[config.mk]
export PLATFORM = sky130hd
export DESIGN_NAME = alu_seq
export DESIGN_NICKNAME = d
export VERILOG_FILES = /design/src/rtl/alu_seq.sv
export SDC_FILE = /design/constraint.sdc
export NUM_CORES = 1
export LEC_CHECK = 0
export BUFFER_PORTS_ARGS = -buffer_cell sky130_fd_sc_hd__buf_2
export CAP_MARGIN = 20
export CORE_ASPECT_RATIO = 0.75
export CORE_MARGIN = 1.5
export CORE_UTILIZATION = 46
export CTS_CLUSTER_SIZE = 16
export DETAILED_ROUTE_END_ITERATION = 6
export PLACE_DENSITY = 0.82
export SLEW_MARGIN = 20
export SYNTH_ARGS = -nofsm -noshare
export SYNTH_HDL_FRONTEND = slang
export SYNTH_SLANG_ARGS = --single-unit
[constraint.sdc]
create_clock -name clk -period 2.59 [get_ports clk]
set_input_delay 0 -clock clk [delete_from_list [all_inputs] [get_ports clk]]
set_output_delay 0 -clock clk [all_outputs]
set_load 0.1 [all_outputs]
[src/rtl/alu_seq.sv]
// Multi-cycle MUL / SHL sequencer that borrows the external 16-bit ALU for its adds.
// When idle the CPU's ALU controls pass straight through to the ALU.
module alu_seq #(
    parameter int unsigned WIDTH = 16,
    parameter int unsigned CNTW  = 4
) (
    input  logic             clk,
    input  logic             rst_n,
    input  logic             start,
    input  logic             op,
    input  logic [WIDTH-1:0] a,
    input  logic [WIDTH-1:0] b,
    output logic             busy,
    output logic             done,
    output logic [WIDTH-1:0] result,
    output logic             ovf,
    input  logic [WIDTH-1:0] cpu_x,
    input  logic [WIDTH-1:0] cpu_y,
    input  logic [5:0]       cpu_c,
    input  logic             cpu_cin,
    input  logic             cpu_en,
    output logic [WIDTH-1:0] alu_x,
    output logic [WIDTH-1:0] alu_y,
    output logic [5:0]       alu_c,
    output logic             alu_cin,
    output logic             alu_en,
    input  logic [WIDTH-1:0] alu_val,
    input  logic             alu_cflag
);

    localparam logic [5:0] CAdd = 6'b101010;

    typedef enum logic [1:0] {StIdle, StStep, StDbl, StFin} state_e;

    state_e           state_q, state_d;
    logic [WIDTH-1:0] acc_q, acc_d;
    logic [WIDTH-1:0] m_q, m_d;
    logic [WIDTH-1:0] q_q, q_d;
    logic [WIDTH-1:0] result_q, result_d;
    logic             op_q, op_d;
    logic             ovf_q, ovf_d;
    logic             done_q, done_d;
    logic             busy_q, busy_d;
    logic             q_more;

    // A doubling carry only matters if more multiplier bits remain to use it.
    assign q_more = |q_q[WIDTH-1:1];

    always_comb begin
        state_d  = state_q;
        acc_d    = acc_q;
        m_d      = m_q;
        q_d      = q_q;
        result_d = result_q;
        op_d     = op_q;
        ovf_d    = ovf_q;
        done_d   = 1'b0;
        busy_d   = busy_q;
        unique case (state_q)
            StIdle: begin
                if (start) begin
                    op_d    = op;
                    ovf_d   = 1'b0;
                    busy_d  = 1'b1;
                    state_d = StStep;
                    if (!op) begin
                        acc_d = '0;
                        m_d   = a;
                        q_d   = b;
                    end else begin
                        acc_d = a;
                        q_d   = WIDTH'(b[CNTW-1:0]);
                    end
                end
            end
            StStep: begin
                if (q_q == '0) begin
                    result_d = acc_q;
                    done_d   = 1'b1;
                    state_d  = StFin;
                end else if (op_q) begin
                    acc_d = alu_val;
                    ovf_d = ovf_q | alu_cflag;
                    q_d   = q_q - WIDTH'(1);
                end else if (q_q[0]) begin
                    acc_d   = alu_val;
                    ovf_d   = ovf_q | alu_cflag;
                    state_d = StDbl;
                end else begin
                    m_d = alu_val;
                    if (q_more) ovf_d = ovf_q | alu_cflag;
                    q_d = q_q >> 1;
                end
            end
            StDbl: begin
                m_d = alu_val;
                if (q_more) ovf_d = ovf_q | alu_cflag;
                q_d     = q_q >> 1;
                state_d = StStep;
            end
            StFin: begin
                busy_d  = 1'b0;
                state_d = StIdle;
            end
            default: state_d = StIdle;
        endcase
    end

    always_comb begin
        if (state_q == StIdle) begin
            alu_x   = cpu_x;
            alu_y   = cpu_y;
            alu_c   = cpu_c;
            alu_cin = cpu_cin;
            alu_en  = cpu_en;
        end else begin
            alu_c   = CAdd;
            alu_cin = 1'b0;
            alu_en  = 1'b0;
            alu_x   = m_q;
            alu_y   = m_q;
            if (state_q == StStep && op_q) begin
                alu_x = acc_q;
                alu_y = acc_q;
            end else if (state_q == StStep && q_q[0]) begin
                alu_x = acc_q;
                alu_y = m_q;
            end
        end
    end

    always_ff @(posedge clk or negedge rst_n) begin
        if (!rst_n) begin
            state_q  <= StIdle;
            acc_q    <= '0;
            m_q      <= '0;
            q_q      <= '0;
            result_q <= '0;
            op_q     <= 1'b0;
            ovf_q    <= 1'b0;
            done_q   <= 1'b0;
            busy_q   <= 1'b0;
        end else begin
            state_q  <= state_d;
            acc_q    <= acc_d;
            m_q      <= m_d;
            q_q      <= q_d;
            result_q <= result_d;
            op_q     <= op_d;
            ovf_q    <= ovf_d;
            done_q   <= done_d;
            busy_q   <= busy_d;
        end
    end

    assign busy   = busy_q;
    assign done   = done_q;
    assign result = result_q;
    assign ovf    = ovf_q;

endmodule

* After elaboration in Yosys (flattened, before gate mapping)
Cells that the tools add are included.
** Storage, ports and cells
- Flip-flop bits (word level) :: 70
- Input port bits :: 93
- Output and inout port bits :: 59
** Cells by class
- $add $sub $neg :: 1
- Equality and inequality tests :: 12
- Muxes and demuxes :: 41
- Bitwise gates (word level) :: 1
- Reduce and logical (&&, ||, !) cells :: 16
** Operator list (number)
- $mux 16 :: 20
- $pmux 16 s3 :: 2
- $pmux 16 s2 :: 1
- $logic_not 16->1 :: 1
- $sub 16x1->16 const B :: 1
- $reduce_or 15->1 :: 1
- $ne 3x3->1 const B :: 4
- $mux 1 :: 10
- $ne 2x2->1 const B :: 5
- $mux 2 :: 4
- $pmux 2 s4 :: 1
- $reduce_and 4->1 :: 2
- $mux 6 :: 1
- $reduce_and 2->1 :: 3
- $reduce_and 3->1 :: 2
- $reduce_and 6->1 :: 1
- $eq 2x2->1 const B :: 2
- $reduce_bool 2->1 :: 2
- $pmux 1 s3 :: 1
- $reduce_bool 3->1 :: 1
- $eq 2x1->1 const B :: 1
- $logic_and 1x1->1 :: 2
- $logic_not 2->1 :: 1
- $pmux 1 s2 :: 1
- $or 1x1->1 :: 1

* Logic depth before layout (Yosys ltp)
- Word-level depth :: 6
- Depth in mapped cells :: 9
- Mapped depth without buffers :: 7

* Worst setup path before layout
Ideal clock, no wire load.
- Path kind :: register -> output
- From :: reg state_q[1]
- To :: out alu_y[10]
- Data arrival time :: 4.090 ns
- Data required time :: 2.590 ns
- Path slack :: -1.500 ns
- Cell stages (with the launch flop) :: 9
- Buffers on the path :: 3
- Cells stage by stage :: dfrtp_1 > inv_1 > ha_1 > clkbuf_1 > nand2_1 > clkbuf_1 > clkbuf_1 > mux2i_1 > o21ai_0
** Between the ends
- Word-level cells in the longest chain between the ends :: 4
- Elaborated cells on any way between the ends :: 5
- Those cells by class :: eq/ne: 1; mux: 2; reduce/logical: 2
** RTL lines
- start: declaration :: line 35 : state_e state_q, state_d;
- start signal: assignment :: line 134 : state_q <= StIdle;
- start signal: assignment :: line 144 : state_q <= state_d;
- $eq 2x1->1 :: line 122 : if (state_q == StStep && op_q) begin
- $logic_and 1x1->1 :: line 122
- $mux 16 :: line 122
- $mux 16 (*) :: line 110 : if (state_q == StIdle) begin
- end: declaration :: line 23 : output logic [WIDTH-1:0] alu_y,
Mark *: on every way between the ends. The rest lies on a longest branch, timed or not.

* Worst setup path in the final report
- From :: reg q_q[8]
- To :: reg q_q[3]
** Between the ends
- Word-level cells in the longest chain between the ends :: 3
** RTL lines
- start: declaration :: line 38 : logic [WIDTH-1:0] q_q, q_d;
- start signal: assignment :: line 147 : q_q <= q_d;
- $logic_not 16->1 :: line 77 : if (q_q == '0) begin
- $ne 2x2->1 (no line)
- $reduce_and 4->1 (no line)
No other way between the ends.
A chain may end at the register's enable or synchronous reset.

==> results by group <==
STA
  • Worst hold slack: -0.286 ps
  • Rel. slew slack: 34.0%
  • Period utilisation layout: 97.0%
  • Final setup fails: 0
  • Final clock skew: ~6.3 ps
  • Final hold viol count: 1
  • Fin. max-slew vios: 0
  • Worst Max-Slew Pin Slew: just under 1000 ps
  • Min cycle time layout: approximately 2500 ps
  • Fmax: between 300 and 400 MHz
  • RSZ-0062 raised after global routing: no

Yosys
  • Cell accounting for the most synthesized area: dfrtp_1
  • Seq cells post-synth: 70
  • Syn. warnings: 0
  • Syn_nets: between 500 and 600
  • Top-count cell post-synth: nand2_1
  • Area contributors post-synth: dfrtp_1 39%, nand2_1 8.5%, mux2i_1 7.8%, o21ai_0 7.6%, mux2_2 6.3%
  • Synth cell types: between 50 and 60
  • Register area share after synthesis: 39.2%
  • Top-area cell type share of the netlist area: between 30% and 40%
  • Syn Inst Count: 495
  • Asr flop ratio synth: 100%
  • EDFF count, synth: 0
  • Dominant synthesized flop cell: dfrtp_1
  • Synth cell count leaders: 101 x nand2_1, 70 x dfrtp_1, 68 x o21ai_0
  • Synth Area per Inst: 9.02 um^2
  • Post-Syn Area: approximately 4500 um^2

Critical path
  • Crit path max-delay cell type: or4_4
  • Nature of the critical path startpoint: flip-flop
  • FF-to-FF Start: q_q[8]
  • WP buf/inv: 1
  • CP Cell Sequence: or4_4 -> or4_4 -> or2_1 -> buf_4 -> nand2_1 -> mux2_2
  • Setup crit end kind: flip-flop
  • CP dominant cell by count: or4_4
  • Setup crit start: q_q[8]
  • CP max stage delay: ~560 ps
  • WS Path Type: reg -> reg
  • CP delay by family, top: simple AND/OR/NAND/NOR gates
  • Levels on crit path: 6
  • Crit path required time: roughly 2800 ps
  • CP arrival: 2730 ps
  • Worst reg2reg path depth: 6
  • Worst-path maximum fanout: 5

CTS
  • CTS tree: done
  • Max clock buf depth: 2
  • CTS Sinks: 70
  • Clk Latency, worst-skew pair: about 340 ps
  • H-tree lvl count: 3
  • CTS Buf Count: 9
  • Clk slew on worst S/H paths: 60 ps
  • Root buffer cell: clkbuf_16

Cells and area
  • Final-stage net count: 777
  • Antenna cells: 0
  • Synth-to-Final Area Change: 52.4%
  • Non-filler cells, final: 811
  • Layout cell share with drive strength beyond 1: between 40% and 50%

Run status
  • Outcome: finished with violations
  • Violated checks: hold timing

Route
  • Total wire length: 15.0 mm
  • Via count: ~4700
  • Drt pass-1 iters: 5
  • Drt drc: 0
  • Routed len/inst: 18.5 um
  • Iter 0 DRT Violations: ~400
  • Vias per cell: 5.74
  • Routed Antenna Nets: 0

Floorplanning
  • Die Ht: 88.3 um
  • Die area: about 10000 um^2
  • Die X-Extent: between 100 and 150 um
  • Initial Utilization: between 40% and 50%
  • Top-level I/O count: roughly 150
  • FP Rows: 30
  • Core footprint: roughly 9200 um^2

Placed design
  • Cells after DPL: about 760
  • Post-DP HPWL: between 10 and 15 mm
  • Port Buffers: roughly 150
  • Global placement routability congestion: ~0.98

Global routing
  • Global-route wire length before repair: 22.9 mm
  • Overall Global Routing Usage: between 20% and 30%
  • Initial antenna violation count: 0
  • Largest net degree at the start of global routing: 73
  • Vias in the first global route: around 4500
  • Congestion Overflow GR: 0

Run
  • Max-Cap Viols: 0

Hold path
  • Hold_sp: b[7]
  • Hold Crit Depth: 3
  • Min-Delay Path Class: in -> reg
[layout by cell type, fill, tap and decap left out, types with 6 or more instances in the layout]
master,netlist,routed
buf_4,1,25
nand3_1,6,6
inv_1,7,7
o21ai_0,68,34
o21ai_4,0,19
dlygate4sd3_1,0,28
a21oi_1,10,10
nor2_1,15,15
mux2_2,25,25
nor3_1,10,10
nand2_1,101,101
o21ai_2,0,15
buf_12,1,36
a22oi_1,20,20
mux2i_1,35,35
mux2_4,10,10
clkbuf_16,0,9
buf_2,3,119
dfrtp_1,70,70
[cell type report]
class	count	area, um^2
fill	669	2430
tap	128	160
inverter	7	26.3
sequential	70	1750
multi-input combinational	380	2780
clock inverter	5	35.0
clock buffer	11	243
timing repair buffer	210	1810
[stage by stage]
| stage | worst slack, ps | TNS [ps] | area [um^2] | util, % |
|---|---|---|---|---|
| floorplan | -239 | -760 | 4730 | - |
| global route | 30.8 | 0 | 6810 | 73.7 |
| finish | 77.9 | 0 | 6810 | 73.7 |
| CTS | 34.0 | 0 | 6760 | 73.2 |
| detailed placement | 62.4 | 0 | 6200 | 67.2 |
| global placement | 98.5 | 0 | 6200 | 67.2 |
[worst paths after layout]
check,to,slack [ps]
hold / removal,q_q[7],-0.3
hold reg to reg,result[13],460
min in group asynchronous,result[1],400
setup / recovery,q_q[3],80
setup reg to reg,q_q[3],80
max in group asynchronous,acc_q[14],1600
[logic make-up after synthesis]
group | synth area share, %
fa+ha+maj | 1.68
mux | 17.5
simple gates | 17.2
flops | 39.2
buf+inv | 4.82
compound gates | 18.9
xor+xnor | 0.589
[worst reg2reg max path: cells and delay by family (launching register included)]
kind	cells	cell delay [ps]
simple gates	4	1480
flops	1	410
mux	1	350
buf+inv	1	170
[per-layer routing]
metal | global-route usage [%] | vias up | wire length (um)
li1 | - | 2163 | -
met1 | 38.0 | 2232 | 6170
met2 | 48.8 | 235 | 7250
met3 | 6.23 | 28 | 1260
met4 | 11.2 | 0 | 299
met5 | 0 | - | 0
[flip-flops by register name, indices dropped and copies added (netlist names)]
signal,cells
done,1
acc_q,16
result,16
m_q,16
busy,1
state_q,2
op_q,1
q_q,16
ovf,1
[repair_timing]
action	in CTS	in global routing
resized for setup	0	2
endpoints found under the setup margin	0	25
hold endpoints to repair	93	0
hold buffers	28	0
buffers inserted	0	3
Power is not shown: default switching activity piles up to over one toggle a cycle in this logic, so the estimate is an artifact.
